`config.mk`:
```
export PLATFORM = sky130hd
export DESIGN_NAME = lb_config_ctrl
export DESIGN_NICKNAME = d
export VERILOG_FILES = /design/src/rtl/lb_cfg_pkg.sv /design/src/rtl/lb_cfg_shifter.sv /design/src/rtl/lb_config_ctrl.sv
export SDC_FILE = /design/constraint.sdc
export NUM_CORES = 1
export LEC_CHECK = 0
export CAP_MARGIN = 25
export CORE_ASPECT_RATIO = 0.6
export CORE_MARGIN = 1.5
export CORE_UTILIZATION = 65
export CTS_CLUSTER_DIAMETER = 40
export CTS_CLUSTER_SIZE = 8
export DETAILED_ROUTE_END_ITERATION = 12
export DONT_BUFFER_PORTS = 1
export PLACE_DENSITY_LB_ADDON = 0.25
export SYNTH_ARGS = -nofsm -noshare
export SYNTH_HDL_FRONTEND = slang
export SYNTH_HIERARCHICAL = 1
export SYNTH_SLANG_ARGS = --single-unit
```
`constraint.sdc`:
```
create_clock -name clk -period 4.8 [get_ports clk]
set_input_delay 0.96 -clock clk [delete_from_list [all_inputs] [get_ports clk]]
set_output_delay 0.96 -clock clk [all_outputs]
set_load 0.02 [all_outputs]
```
`src/rtl/lb_cfg_pkg.sv`:
```
// lb_cfg_pkg: shared types and constants for the logic-block config controller.
//   state_t           FSM state encoding (IDLE, LOAD, CHECK, COMMIT)
//   MEM_W_DEF         default LUT width (2-input LUT -> 4 bits)
//   N_BLOCKS_DEF      default number of configured blocks
//   frame_len()       payload length in bits: one (mem + sync) record per block
//   trailer_len()     checksum trailer length in bits, 0 unless LB_CFG_CHECKSUM_EN
// Optional feature macro: LB_CFG_CHECKSUM_EN.
package lb_cfg_pkg;

   typedef enum logic [1:0] {IDLE, LOAD, CHECK, COMMIT} state_t;

   localparam int MEM_W_DEF    = 4;
   localparam int N_BLOCKS_DEF = 4;

   function automatic int frame_len(input int n_blocks, input int mem_w);
      return n_blocks * (mem_w + 1);
   endfunction

   function automatic int trailer_len(input int mem_w);
`ifdef LB_CFG_CHECKSUM_EN
      return mem_w;
`else
      return 0 * mem_w;
`endif
   endfunction

   localparam int FRAME_LEN_DEF   = frame_len(N_BLOCKS_DEF, MEM_W_DEF);
   localparam int TRAILER_LEN_DEF = trailer_len(MEM_W_DEF);

endpackage

```
`src/rtl/lb_cfg_shifter.sv`:
```
// lb_cfg_shifter: shadow shift register and payload bit counter.
//   clk, rst   clock and synchronous active-high reset
//   clr        clears the bit counter (frame start)
//   shift_en   accept bit_in this cycle
//   bit_in     serial payload bit
//   shadow     shadow register; the first bit received ends up at index 0
//   last       high on the cycle the final payload bit is accepted
module lb_cfg_shifter
   import lb_cfg_pkg::*;
#(
   parameter int FRAME_LEN = FRAME_LEN_DEF
) (
   input  logic                 clk,
   input  logic                 rst,
   input  logic                 clr,
   input  logic                 shift_en,
   input  logic                 bit_in,
   output logic [FRAME_LEN-1:0] shadow,
   output logic                 last
);

   localparam int CNT_W = (FRAME_LEN > 1) ? $clog2(FRAME_LEN) : 1;

   logic [FRAME_LEN-1:0] shadow_q, shadow_d;
   logic [CNT_W-1:0]     cnt_q, cnt_d;

   assign last   = shift_en && (cnt_q == CNT_W'(FRAME_LEN - 1));
   assign shadow = shadow_q;

   // Shift right with new bits entering at the MSB, so after a full frame
   // block 0's mem LSB sits at bit 0 and each record is MEM_W+1 contiguous bits.
   always_comb begin
      shadow_d = shadow_q;
      cnt_d    = cnt_q;
      if (clr) begin
         cnt_d = '0;
      end else if (shift_en) begin
         shadow_d = {bit_in, shadow_q[FRAME_LEN-1:1]};
         cnt_d    = last ? '0 : cnt_q + CNT_W'(1);
      end
   end

   always_ff @(posedge clk) begin
      if (rst) begin
         shadow_q <= '0;
         cnt_q    <= '0;
      end else begin
         shadow_q <= shadow_d;
         cnt_q    <= cnt_d;
      end
   end

endmodule

```
`src/rtl/lb_config_ctrl.sv`:
```
// lb_config_ctrl: serial configuration controller for an array of LUT blocks.
//   clk, rst    clock and synchronous active-high reset
//   start       one-cycle pulse, begins a frame (ignored unless IDLE)
//   cfg_valid   serial bit valid; cfg_data serial bit; cfg_ready accept
//   mem_out     committed LUT words, block k at [k*MEM_W +: MEM_W]
//   sync_out    committed per-block sync select
//   busy        frame in progress; done one-cycle commit pulse; err sticky
// Optional feature macro: LB_CFG_CHECKSUM_EN adds a MEM_W-bit XOR trailer
// that must match the XOR of all mem words before the frame is committed.
module lb_config_ctrl
   import lb_cfg_pkg::*;
#(
   parameter int N_BLOCKS = N_BLOCKS_DEF,
   parameter int MEM_W    = MEM_W_DEF
) (
   input  logic                      clk,
   input  logic                      rst,
   input  logic                      start,
   input  logic                      cfg_valid,
   input  logic                      cfg_data,
   output logic                      cfg_ready,
   output logic [N_BLOCKS*MEM_W-1:0] mem_out,
   output logic [N_BLOCKS-1:0]       sync_out,
   output logic                      busy,
   output logic                      done,
   output logic                      err
);

   localparam int FRAME_LEN = frame_len(N_BLOCKS, MEM_W);
   localparam int REC_W     = MEM_W + 1;

   state_t                    state_q, state_d;
   logic [N_BLOCKS*MEM_W-1:0] mem_q, mem_d, mem_sh;
   logic [N_BLOCKS-1:0]       sync_q, sync_d, sync_sh;
   logic                      cfg_ready_q, cfg_ready_d;
   logic                      busy_q, busy_d;
   logic                      done_q, done_d;
   logic                      err_q, err_d;

   logic                      xfer, start_acc, load_en, last;
   logic [FRAME_LEN-1:0]      shadow;

   assign xfer      = cfg_valid && cfg_ready_q;
   assign start_acc = (state_q == IDLE) && start;
   assign load_en   = xfer && (state_q == LOAD);

   lb_cfg_shifter #(.FRAME_LEN(FRAME_LEN)) u_shifter (
      .clk      (clk),
      .rst      (rst),
      .clr      (start_acc),
      .shift_en (load_en),
      .bit_in   (cfg_data),
      .shadow   (shadow),
      .last     (last)
   );

   // Strip the sync bit out of each shadow record.
   always_comb begin
      mem_sh  = '0;
      sync_sh = '0;
      for (int k = 0; k < N_BLOCKS; k++) begin
         mem_sh[k*MEM_W +: MEM_W] = shadow[k*REC_W +: MEM_W];
         sync_sh[k]               = shadow[k*REC_W + MEM_W];
      end
   end

`ifdef LB_CFG_CHECKSUM_EN
   localparam int TCNT_W = (MEM_W > 1) ? $clog2(MEM_W) : 1;

   logic [MEM_W-1:0]  trl_q, trl_d, trl_word, csum;
   logic [TCNT_W-1:0] tcnt_q, tcnt_d;

   always_comb begin
      csum = '0;
      for (int k = 0; k < N_BLOCKS; k++) csum = csum ^ mem_sh[k*MEM_W +: MEM_W];
   end

   // Trailer arrives LSB first; this is the full word once the final bit is in.
   assign trl_word = {cfg_data, trl_q[MEM_W-1:1]};
`endif

   always_comb begin
      state_d = state_q;
      mem_d   = mem_q;
      sync_d  = sync_q;
      err_d   = err_q;
      done_d  = 1'b0;
`ifdef LB_CFG_CHECKSUM_EN
      trl_d   = trl_q;
      tcnt_d  = tcnt_q;
`endif
      case (state_q)
         IDLE: begin
            if (start) begin
               state_d = LOAD;
               err_d   = 1'b0;
            end
         end
         LOAD: begin
            if (last) state_d = CHECK;
`ifdef LB_CFG_CHECKSUM_EN
            tcnt_d = '0;
`endif
         end
         CHECK: begin
`ifdef LB_CFG_CHECKSUM_EN
            if (xfer) begin
               trl_d = trl_word;
               if (tcnt_q == TCNT_W'(MEM_W - 1)) begin
                  if (trl_word == csum) begin
                     state_d = COMMIT;
                  end else begin
                     state_d = IDLE;
                     err_d   = 1'b1;
                  end
               end else begin
                  tcnt_d = tcnt_q + TCNT_W'(1);
               end
            end
`else
            state_d = COMMIT;
`endif
         end
         COMMIT: begin
            // done is registered with the output words so it asserts on the
            // same cycle the new configuration becomes visible.
            mem_d   = mem_sh;
            sync_d  = sync_sh;
            done_d  = 1'b1;
            state_d = IDLE;
         end
         default: state_d = IDLE;
      endcase

`ifdef LB_CFG_CHECKSUM_EN
      cfg_ready_d = (state_d == LOAD) || (state_d == CHECK);
`else
      cfg_ready_d = (state_d == LOAD);
`endif
      busy_d = (state_d != IDLE);
   end

   always_ff @(posedge clk) begin
      if (rst) begin
         state_q     <= IDLE;
         mem_q       <= '0;
         sync_q      <= '0;
         cfg_ready_q <= 1'b0;
         busy_q      <= 1'b0;
         done_q      <= 1'b0;
         err_q       <= 1'b0;
`ifdef LB_CFG_CHECKSUM_EN
         trl_q       <= '0;
         tcnt_q      <= '0;
`endif
      end else begin
         state_q     <= state_d;
         mem_q       <= mem_d;
         sync_q      <= sync_d;
         cfg_ready_q <= cfg_ready_d;
         busy_q      <= busy_d;
         done_q      <= done_d;
         err_q       <= err_d;
`ifdef LB_CFG_CHECKSUM_EN
         trl_q       <= trl_d;
         tcnt_q      <= tcnt_d;
`endif
      end
   end

   assign cfg_ready = cfg_ready_q;
   assign mem_out   = mem_q;
   assign sync_out  = sync_q;
   assign busy      = busy_q;
   assign done      = done_q;
   assign err       = err_q;

endmodule

```
* Yosys cells after proc, flatten, opt, wreduce, memory -nomap -nowiden
Cells that the tools add are included.
Storage, ports and cells: register bits after elaboration 50, input bits 5
Operators by class: equality and inequality tests 5, bitwise logic cells 1, muxes and demuxes 5, reductions and logical operators 8, $add $sub $neg 1
Operators with widths (number):
- $pmux W2 S4 | 1
- $add A5 B1 Y5 const B | 1
- $eq A5 B5 Y1 const B | 1
- $mux W5 | 1
- $eq A2 B1 Y1 const B | 2
- $eq A2 B2 Y1 const B | 2
- $logic_and A1 B1 Y1 | 4
- $mux W2 | 2
- $logic_not A2 Y1 | 1
- $reduce_and A2 Y1 | 1
- $reduce_bool A2 Y1 | 1
- $reduce_or A2 Y1 | 1
- $mux W1 | 1
- $not A1 Y1 | 1

* Logic depth before layout (Yosys ltp)
word-level depth 6, depth in mapped cells 7, mapped depth without buffers 5

* Modules after synthesis
Netlist, hierarchy kept.
By module, submodules not included:
- lb_config_ctrl | area an instance 1097.3 sq um, instances 1, cells an instance 115, seq. area each 500.5 sq um
- lb_cfg_shifter | area an instance 942.2 sq um, instances 1, cells an instance 116, seq. area each 500.5 sq um

* Worst setup path before layout
OpenSTA, ideal clock, no wires.
path kind input port to flip-flop, start point in cfg_valid, end point reg state_q[0], path slack 2813 ps, arrival time 1917 ps, data required time 4730 ps, setup time 70 ps, buffers on the path 1, stages on the path 6, path through and4b_1 > buf_4 > nand2_1 > nor3_2 > or3b_1 > a21oi_1
On the way: cells in the longest elaborated chain, start to end 5
RTL lines:
- start, declared | line lb_config_ctrl.sv:19 | input logic cfg_valid,
- $logic_and A1 B1 Y1 | line lb_config_ctrl.sv:43 | assign xfer = cfg_valid && cfg_ready_q;
- $logic_and A1 B1 Y1 | line lb_config_ctrl.sv:45 | assign load_en = xfer && (state_q == LOAD);
- $logic_and A1 B1 Y1 | line lb_cfg_shifter.sv:27 | assign last = shift_en && (cnt_q == CNT_W'(FRAME_LEN - 1));
- via last | line lb_config_ctrl.sv:40 | logic xfer, start_acc, load_en, last;
- $mux W2 | line lb_config_ctrl.sv:100 | if (last) state_d = CHECK;
- $pmux W2 S4 | line lb_config_ctrl.sv:92 | case (state_q)
- end signal, assigned | line lb_config_ctrl.sv:157 | state_q <= state_d;
- end, declared | line lb_config_ctrl.sv:32 | state_t state_q, state_d;
The timed path passes the listed nets, and every way through them passes these cells. A chain may end at the register's enable or synchronous reset.

* Worst setup path after layout
start point reg state_q[0], end point reg u_shifter.shadow_q[7], in the netlist u_shifter/shadow[7]
RTL lines:
- $eq A2 B1 Y1 | line lb_config_ctrl.sv:45
- $logic_and A1 B1 Y1 | line lb_config_ctrl.sv:45
- via load_en | line lb_config_ctrl.sv:40
- $reduce_and A2 Y1 (no line)
- end signal, assigned | line lb_cfg_shifter.sv:48 | shadow_q <= shadow_d;
- end, declared | line lb_cfg_shifter.sv:24 | logic [FRAME_LEN-1:0] shadow_q, shadow_d;
The timed path passes the listed nets, and every way through them passes these cells.

==> impl_metrics.env <==
export IMPL_power_per_cell_area_nw_per_um2=350
export IMPL_dp_cells=254
export IMPL_setup_tns_ns=0
export IMPL_fin_hold_ws_ns=0.463
export IMPL_netlist_area_um2=2040
export IMPL_hpwl_um=2600
export IMPL_synthFlopType="dfxtp_1"
export IMPL_pin_count=29
export IMPL_hold_viol_final=0
export IMPL_wl_per_cell_um=15.2
export IMPL_grt_max_degree=50
export IMPL_muxShareOfSynthArea=0.00491
export IMPL_synth_compound_area_frac=0.220
export IMPL_post_cts_resize_count=0
export IMPL_final_cell_mix="dfxtp_1 (50), a21oi_1 (43), nand2_1 (43)"
export IMPL_postRouteAntennaNets=0
export IMPL_reg2reg_from="state_q[0]"
export IMPL_die_area_um2=3490
export IMPL_synthCells=231
export IMPL_num_fill_cells=238
export IMPL_drt_wl_total_um=3990
export IMPL_synthXorXnorAreaFrac=0.00859
export IMPL_post_cts_buffers=0
export IMPL_end_kind="register"
export IMPL_antenna_found_initial=0
export IMPL_crit_path_max_incr_delay_ns=0.80
export IMPL_power_switching_share=0.211
export IMPL_power_frac_clock=0.398
export IMPL_regToRegSetupSlack_ns=2.45
export IMPL_h_tree_depth=2
export IMPL_drtIter0Drc=154
export IMPL_seqCellArea_um2=1000
export IMPL_reg2regPathDepth=4
export IMPL_p_int_w=0.000577
export IMPL_dr_pass1_iters=4
export IMPL_multiInputGateArea_um2=907
export IMPL_syn_area_per_cell_um2=8.83
export IMPL_slowest_stage="dfxtp_1"
export IMPL_total_power_w=0.000732
export IMPL_syn_nets=237
export IMPL_critPathMaxFanout=24
export IMPL_ys_seq_area_frac=0.491
export IMPL_cts_num_sinks=50
export IMPL_grt_pass1_wl_um=6310
export IMPL_syn_to_final_growth_pct=2.45
export IMPL_synthSimpleGateAreaFrac=0.203
export IMPL_ys_async_sr_fraction=0
export IMPL_placementRows=15
export IMPL_p_leak_nw=0.691
export IMPL_required_ns=5.03
export IMPL_seqPwrFrac=0.579
export IMPL_antennaDiodeCount=0
export IMPL_synth_top_family_by_area="compound AO/OA/AOI/OAI gates"
export IMPL_synth_edff_count=0
export IMPL_start_util=0.697
export IMPL_period_needed_ns=2.35
export IMPL_final_setup_skew_ns=0.00975
export IMPL_cp_endpoint="u_shifter/shadow[7]"
export IMPL_yosys_area_share_adder=0.00613
export IMPL_drt_drc_violations_left=0
export IMPL_grt_pass1_vias=1348
export IMPL_clock_fmax_ghz=0.425
export IMPL_slew_violations=0
export IMPL_clock_latency_ns=0.31
export IMPL_finalSetupViolations=0
export IMPL_clockRootBuffer="clkbuf_8"
export IMPL_ys_warn_count=6
export IMPL_cts_tree="yes"
export IMPL_crit_type="reg2reg"
export IMPL_p_switching_w=0.000155
export IMPL_grt_total_usage=0.253
export IMPL_core_area_um2=2930
export IMPL_drive_gt1_frac=0.136
export IMPL_mostFrequentLayoutCell="dfxtp_1"
export IMPL_rsz0062_at_grt="no"
export IMPL_status="completed"
export IMPL_dr_total_vias=1574
export IMPL_crit_path_start="state_q[0]"
export IMPL_tightest_slew_ns=0.733
export IMPL_synthDistinctLibCells=34
export IMPL_port_buffers=0
export IMPL_r2r_end="u_shifter/shadow[7]"
export IMPL_fp_dieH_um=46.4
export IMPL_stdcell_count=262
export IMPL_synth_seq_cells=50
export IMPL_place_gp_congestion=0.829
export IMPL_fin_crit_sh=0.490
export IMPL_comb_power_share=0.023
export IMPL_cts_buffers=5
export IMPL_peakVddDrop_v=0.000219
export IMPL_cts_path_max_buffers=2
export IMPL_hp_class="reg2reg"
export IMPL_path_cells="and4b_1 -> and2b_1 -> nand2_1 -> a21oi_1"
export IMPL_via_per_inst=6.01
export IMPL_die_x_um=75.3
export IMPL_clk_pin_slew_worst_paths_ns=0.09
export IMPL_worstPathArrival_ns=2.59
export IMPL_slew_headroom=0.511
export IMPL_drv_cap=0
export IMPL_min_from="u_shifter/shadow[15]"
export IMPL_fin_nets=225
export IMPL_grt_overflow=0
export IMPL_start_kind="register"
export IMPL_ctsHoldBuffers=0
kinds of logic (layout without fill, tap and decap cells):
logic type / after synthesis / count (layout)
buffers and inverters: 22 / 11
adders and majority gates: 1 / 1
xor gates and xnor gates: 2 / 2
AOI/OAI and AO/OA: 68 / 68
and+or+nand+nor: 86 / 86
muxes: 1 / 1
other: 1 / 1
DFF: 50 / 50
area by class of cell:
| class | count | area share |
|---|---|---|
| Sequential cell | 50 | 0.479 |
| Multi-Input combinational cell | 159 | 0.434 |
| Clock buffer | 6 | 0.0347 |
| Tap cell | 42 | 0.0251 |
| Clock inverter | 2 | 0.0180 |
| Timing Repair Buffer | 2 | 0.00719 |
| Inverter | 1 | 0.00180 |
routing by layer:
metal | track usage | vias up | share of wire
met5 | 0 | - | 0
met4 | 0.129 | 0 | 0.020
met3 | 0.0832 | 11 | 0.054
met2 | 0.372 | 45 | 0.46
met1 | 0.336 | 754 | 0.46
li1 | - | 764 | -
power by group through the flow:
stage	logic [W]	registers, W	clock network (W)
2_1_floorplan	0.0000261	0.000429	0
6_report	0.0000166	0.000424	0.000291
3_3_place_gp	0.0000153	0.000433	0
4_1_cts	0.0000163	0.000424	0.000297
5_1_grt	0.0000180	0.000425	0.000312
3_5_place_dp	0.0000162	0.000433	0
per-stage QoR:
stage               area [µm²]  utilization  setup slack (ns)
CTS                       2090        0.714              2.50
finish                    2090        0.714              2.45
global placement          1980        0.676              2.46
floorplan                 2040            -              2.81
detailed placement        1980        0.676              2.33
global route              2090        0.714              2.23
flip-flops by register name, summed over array words and instances (netlist names):
name              count
busy                  1
state_q               2
u_shifter/cnt_q       5
mem_out              16
sync_out              4
done                  1
cfg_ready             1
u_shifter/shadow     20
worst max-delay path: cells and delay by family (launching register included):
kind               cells  cell delay (ns)
AOI/OAI and AO/OA      1             0.18
and+or+nand+nor        3             1.30
DFF                    1             0.80
cells in the mapped netlist (all sizes together), types with 2 or more instances:
library cell	number	share of area
clkbuf	5	0.0098
nand3	21	0.052
nand2	43	0.079
nor4	2	0.0061
buf	16	0.053
nand3b	3	0.011
a21bo	20	0.098
dfxtp	50	0.49
nor3	4	0.012
nand2b	5	0.015
a21oi	43	0.11
worst min-delay path by stage:
stage | end | slack [ns] | cells after the start
floorplan | u_shifter/shadow[0] | 0.44 | 2
global placement | u_shifter/shadow[0] | 0.44 | 2
detailed placement | u_shifter/shadow[0] | 0.45 | 2
CTS | u_shifter/shadow[0] | 0.47 | 2
global route | u_shifter/shadow[14] | 0.48 | 2
finish | u_shifter/shadow[14] | 0.46 | 2
Note: power is estimated with default switching activity, not from simulation.
